`config.mk`:
```
export PLATFORM = sky130hd
export DESIGN_NAME = frame_sched
export DESIGN_NICKNAME = d
export VERILOG_FILES = /design/src/rtl/frame_sched.sv
export SDC_FILE = /design/constraint.sdc
export NUM_CORES = 1
export LEC_CHECK = 0
export ABC_AREA = 1
export BUFFER_PORTS_ARGS = -buffer_cell sky130_fd_sc_hd__buf_2
export CELL_PAD_IN_SITES_DETAIL_PLACEMENT = 1
export CELL_PAD_IN_SITES_GLOBAL_PLACEMENT = 1
export CORE_MARGIN = 2
export CORE_UTILIZATION = 31
export DETAILED_ROUTE_END_ITERATION = 16
export HOLD_SLACK_MARGIN = 0.05
export PLACE_DENSITY = 0.84
export SLEW_MARGIN = 25
export SYNTH_ARGS = -nofsm -noshare
export SYNTH_HDL_FRONTEND = slang
export SYNTH_SLANG_ARGS = --single-unit
export TNS_END_PERCENT = 1
```
`constraint.sdc`:
```
create_clock -name clk -period 4 [get_ports clk]
set_input_delay 0.6 -clock clk [delete_from_list [all_inputs] [get_ports clk]]
set_output_delay 0.6 -clock clk [all_outputs]
set_load 0.01 [all_outputs]
```
`src/rtl/frame_sched.sv`:
```
// Round-robin frame scheduler: grants one requester at a time, loads its frame
// into the addressed switch-instance serializer and waits for completion or timeout.
module frame_sched #(
  parameter int NUM_SW_INST = 5,
  parameter int FRAME_WIDTH = 32,
  parameter int TIMEOUT     = 16,
  localparam int GID_W      = (NUM_SW_INST > 1) ? $clog2(NUM_SW_INST) : 1
) (
  input  logic                               clk,
  input  logic                               rst,
  input  logic [NUM_SW_INST-1:0]             req_valid,
  input  logic [NUM_SW_INST*FRAME_WIDTH-1:0] req_frame,
  output logic [NUM_SW_INST-1:0]             req_ready,
  output logic [NUM_SW_INST-1:0]             load_out,
  output logic [FRAME_WIDTH-1:0]             frame_out,
  input  logic [NUM_SW_INST-1:0]             done_in,
  output logic [GID_W-1:0]                   grant_id,
  output logic                               busy,
  output logic                               timeout_err
);

  typedef enum logic [1:0] {
    ST_IDLE  = 2'd0,
    ST_ISSUE = 2'd1,
    ST_WAIT  = 2'd2
  } state_t;

  localparam logic [7:0]       TO_LAST    = 8'(TIMEOUT - 1);
  localparam logic [GID_W-1:0] LAST_INIT  = GID_W'(NUM_SW_INST - 1);
  localparam logic [7:0]       CNT_MAX    = 8'hFF;

  state_t                   state_r;
  logic [GID_W-1:0]         last_grant_r;
  logic [GID_W-1:0]         grant_id_r;
  logic [FRAME_WIDTH-1:0]   frame_r;
  logic [NUM_SW_INST-1:0]   load_r;
  logic [7:0]               wait_cnt_r;

  logic                     win_found_s;
  logic [GID_W-1:0]         win_idx_s;
  logic [NUM_SW_INST-1:0]   win_onehot_s;
  logic [FRAME_WIDTH-1:0]   win_frame_s;
  logic                     done_g_s;
  logic                     timeout_hit_s;

  // Search from last+1 upward with wrap; an out-of-range last is treated as the top index.
  function automatic logic [GID_W:0] rr_pick(input logic [NUM_SW_INST-1:0] valid,
                                             input logic [GID_W-1:0]       last);
    logic             found;
    logic [GID_W-1:0] pick;
    logic [GID_W-1:0] idx_g;
    int               base;
    int               idx;
    found = 1'b0;
    pick  = '0;
    if (int'(last) >= NUM_SW_INST) begin
      base = NUM_SW_INST - 1;
    end else begin
      base = int'(last);
    end
    for (int k = 1; k <= NUM_SW_INST; k++) begin
      idx = base + k;
      if (idx >= NUM_SW_INST) begin
        idx = idx - NUM_SW_INST;
      end else begin
        idx = idx;
      end
      idx_g = GID_W'(idx);
      if (!found && valid[idx_g]) begin
        found = 1'b1;
        pick  = idx_g;
      end else begin
        found = found;
      end
    end
    return {found, pick};
  endfunction

  // Arbitration winner and its frame slice for the current IDLE cycle.
  always_comb begin
    {win_found_s, win_idx_s} = rr_pick(req_valid, last_grant_r);
    win_onehot_s = NUM_SW_INST'(1'b1) << win_idx_s;
    win_frame_s  = '0;
    for (int i = 0; i < NUM_SW_INST; i++) begin
      if (GID_W'(i) == win_idx_s) begin
        win_frame_s = req_frame[i*FRAME_WIDTH +: FRAME_WIDTH];
      end else begin
        win_frame_s = win_frame_s;
      end
    end
  end

  // Completion and abort qualifiers; done for the granted instance beats the timeout.
  always_comb begin
    done_g_s      = done_in[grant_id_r];
    timeout_hit_s = (state_r == ST_WAIT) && (wait_cnt_r == TO_LAST) && !done_g_s;
  end

  // Accept strobe and abort pulse are same-cycle indications, suppressed under reset.
  always_comb begin
    if (!rst && (state_r == ST_IDLE) && win_found_s) begin
      req_ready = win_onehot_s;
    end else begin
      req_ready = '0;
    end
    if (!rst && timeout_hit_s) begin
      timeout_err = 1'b1;
    end else begin
      timeout_err = 1'b0;
    end
  end

  // Scheduler FSM with registered frame, grant and load outputs.
  always_ff @(posedge clk) begin
    if (rst) begin
      state_r      <= ST_IDLE;
      last_grant_r <= LAST_INIT;
      grant_id_r   <= '0;
      frame_r      <= '0;
      load_r       <= '0;
      wait_cnt_r   <= 8'd0;
    end else begin
      case (state_r)
        ST_IDLE: begin
          if (win_found_s) begin
            frame_r    <= win_frame_s;
            grant_id_r <= win_idx_s;
            load_r     <= win_onehot_s;
            wait_cnt_r <= 8'd0;
            state_r    <= ST_ISSUE;
          end else begin
            load_r     <= '0;
            state_r    <= ST_IDLE;
          end
        end
        ST_ISSUE: begin
          load_r     <= '0;
          wait_cnt_r <= 8'd0;
          state_r    <= ST_WAIT;
        end
        ST_WAIT: begin
          load_r <= '0;
          if (done_g_s || (wait_cnt_r == TO_LAST)) begin
            last_grant_r <= grant_id_r;
            state_r      <= ST_IDLE;
          end else begin
            if (wait_cnt_r != CNT_MAX) begin
              wait_cnt_r <= wait_cnt_r + 8'd1;
            end else begin
              wait_cnt_r <= wait_cnt_r;
            end
            state_r <= ST_WAIT;
          end
        end
        default: begin
          load_r     <= '0;
          wait_cnt_r <= 8'd0;
          state_r    <= ST_IDLE;
        end
      endcase
    end
  end

  assign load_out  = load_r;
  assign frame_out = frame_r;
  assign grant_id  = grant_id_r;
  assign busy      = (state_r == ST_ISSUE) || (state_r == ST_WAIT);

endmodule

```
==> flow_metrics.tcl <==
set metrics [dict create \
    outcome "finished, final reports clean" \
    drive_gt1_frac 0.3189 \
    crit_arrival_ns 3.14 \
    grt_pass1_vias 5847 \
    cts_buffers 5 \
    fmax_mhz 267.7 \
    place_congestion 0.8809 \
    slew_viol_final 0 \
    synth_area_leader_cell "dfxtp_1" \
    die_area_um2 15590 \
    cp_max_fo 7 \
    ys.warnings.count 0 \
    max_slew_margin 0.5266 \
    postSynth.asyncResetShare 0 \
    grt_max_degree 70 \
    rows 44 \
    drc 0 \
    viasPerCell 5.076 \
    min_path_type "flop to flop" \
    wl_met3_um 1083 \
    criticalPathCategory "flop to primary output" \
    fp.dieW_um 124.9 \
    cap_viol_max_count 0 \
    drt-met1-wl_um 7668 \
    yosysTopAreaCellShare 0.2343 \
    worstMarginPinSlew_ns 0.7053 \
    synthFlopType "dfxtp_1" \
    worst_hold_slack_ns 0.4655 \
    vdd_drop_max_mv 0.3556 \
    htree_levels 2 \
    final.min_clock_period_ns 3.735 \
    syn_area_um2 4529 \
    leakage_nw 3.086 \
    die_y_um 124.9 \
    seq_area_frac_synth 0.2343 \
    io_pins 219 \
    synth-edff-count 0 \
    nNetsFinal 1127 \
    firstDrtPassIters 4 \
    totalWireLength_um 18430 \
    routed-wl-met2_um 9041 \
    area_growth_pct 32.93 \
    routed.top_layer "met4" \
    finClkSkew_ns 0.007759 \
    hold_viol_final 0 \
    cts_buffer_depth 2 \
    drt_iter0_drc 227 \
    layout.cells.most_common_list "buf_2 (218), nand3_1 (159), nand2_1 (147)" \
    setup_violations 0 \
    grt_pass1_wl_um 29740 \
    grt_use_total 0.2310 \
    post-route-util 0.4174 \
    coreArea_um2 14420 \
    wl_per_cell_um 16.32 \
    yosys-top-cells-area "dfxtp_1 (23%), nand3_1 (18%), nand2_1 (12%)" \
    critPathCaptureType "primary output" \
    hpwl_um 14080 \
    cp.required_ns 3.40 \
    antenna_found_initial 1 \
    synth_nets 926 \
    ys_ff_latch 53 \
    clkSinkCount 53 \
    powerDensity_nw_per_um2 657.6 \
    final_common_cell "buf_2" \
    portBuffers 218 \
    clock-root-buffer "clkbuf_16" \
    synthDistinctLibCells 38 \
    overflow 0 \
    crit_path_start_kind "flop" \
    clock_latency_ns 0.29 \
    ant_nets 0 \
    tritoncts "yes" \
    vias 5731 \
    synthCells 742 \
    initial_utilization 0.3140 \
    clk_transition_reported_paths_ns 0.07 \
    setup_tns_ns 0 \
    avgSynthCellArea_um2 6.104 \
    period_share 0.9338 \
]
==> timing repair <==
| action | in CTS | in global routing |
|---|---|---|
| gates cloned | 0 | 0 |
| hold buffers | 0 | 0 |
| resized for setup | 1 | 17 |
| setup endpoints to repair | 2 | 31 |
| hold endpoints to repair | 0 | 0 |
| buffers inserted | 3 | 4 |
| pin swaps | 1 | 5 |
==> synth_stat cells (9+ instances only) <==
cell / instances
nand3_1: 159
nand2_1: 150
inv_1: 105
dfxtp_1: 53
o21ai_0: 52
nand4_1: 41
a21oi_1: 39
buf_2: 22
nor2_1: 22
ha_1: 12
clkbuf_1: 10
buf_4: 9
==> logic make-up (layout without fill, tap and decap cells) <==
logic type,count (synthesis),count (layout),synth area share
other,0,1,0
AOI/OAI and AO/OA,113,113,0.1387
and+or+nand+nor,404,404,0.4381
adders and majority gates,12,12,0.03315
buffers and inverters,160,362,0.1558
DFF,53,53,0.2343
==> routing by layer <==
layer	vias up	track usage
li1	2872	-
met1	2635	0.2773
met2	184	0.4050
met3	40	0.05112
met4	0	0.08235
met5	-	0
==> final timing paths <==
path / cells past startpoint / slack [ns] / end / from
setup / recovery: 22 / 0.26 / req_ready[0] / last_grant_r[0]
hold / removal: 2 / 0.47 / frame_out[2] / frame_out[2]
setup reg to reg: 25 / 0.51 / frame_out[12] / last_grant_r[2]
hold reg to reg: 2 / 0.47 / frame_out[2] / frame_out[2]
==> critical path, stage by stage, from the launching register on <==
cell and delay (ns):
dfxtp_2 0.35, inv_2 0.07, nor2_8 0.10, inv_4 0.07
ha_2 0.21, ha_4 0.29, o21ai_2 0.07, nand4_1 0.16
buf_4 0.14, nand3_1 0.08, nand3_1 0.10, nand2_1 0.07
nand2_2 0.08, nand2_4 0.08, nor2_8 0.17, nand3_1 0.08
nand2_1 0.11, nand2_4 0.09, buf_12 0.14, nor2_4 0.07
nand2_1 0.07, nor2_1 0.08, buf_2 0.13
==> metrics by stage <==
step | setup slack (ns) | cell area (um2) | std cells | power (mW)
6_report | 0.2647 | 6021 | 1129 | 3.959
5_1_grt | -0.01172 | 6021 | 1129 | 4.350
4_1_cts | 0.02040 | 5933 | 1124 | 3.960
3_5_place_dp | 0.2228 | 5708 | 1113 | 3.347
3_3_place_gp | 0.3951 | 5708 | 1113 | 3.301
2_1_floorplan | 0.3647 | 4529 | 742 | 2.623
==> area by class of cell <==
class | instances | area, um2
flip-flops and latches | 53 | 1064
fillers | 2028 | 8403
diodes | 1 | 2.502
well taps | 184 | 230.2
multi-input cells | 529 | 2809
repair buffers | 241 | 1292
clock buffers | 5 | 125.1
inverters | 113 | 432.9
clock inverters | 3 | 65.06
==> registers in the layout, indices dropped and copies added, names as in the netlist <==
signal	cells
state_r	2
last_grant_r	3
load_out	5
wait_cnt_r	8
frame_out	32
grant_id	3
==> where the power goes <==
| part | leakage [nW] | switching (mW) | internal (mW) |
|---|---|---|---|
| Combinational | 2.56 | 1.68 | 0.890 |
| Clock | 0.0938 | 0.201 | 0.358 |
| Sequential | 0.435 | 0.111 | 0.720 |
| Total | 3.09 | 1.99 | 1.97 |
Power figures use the tool's default switching activity.
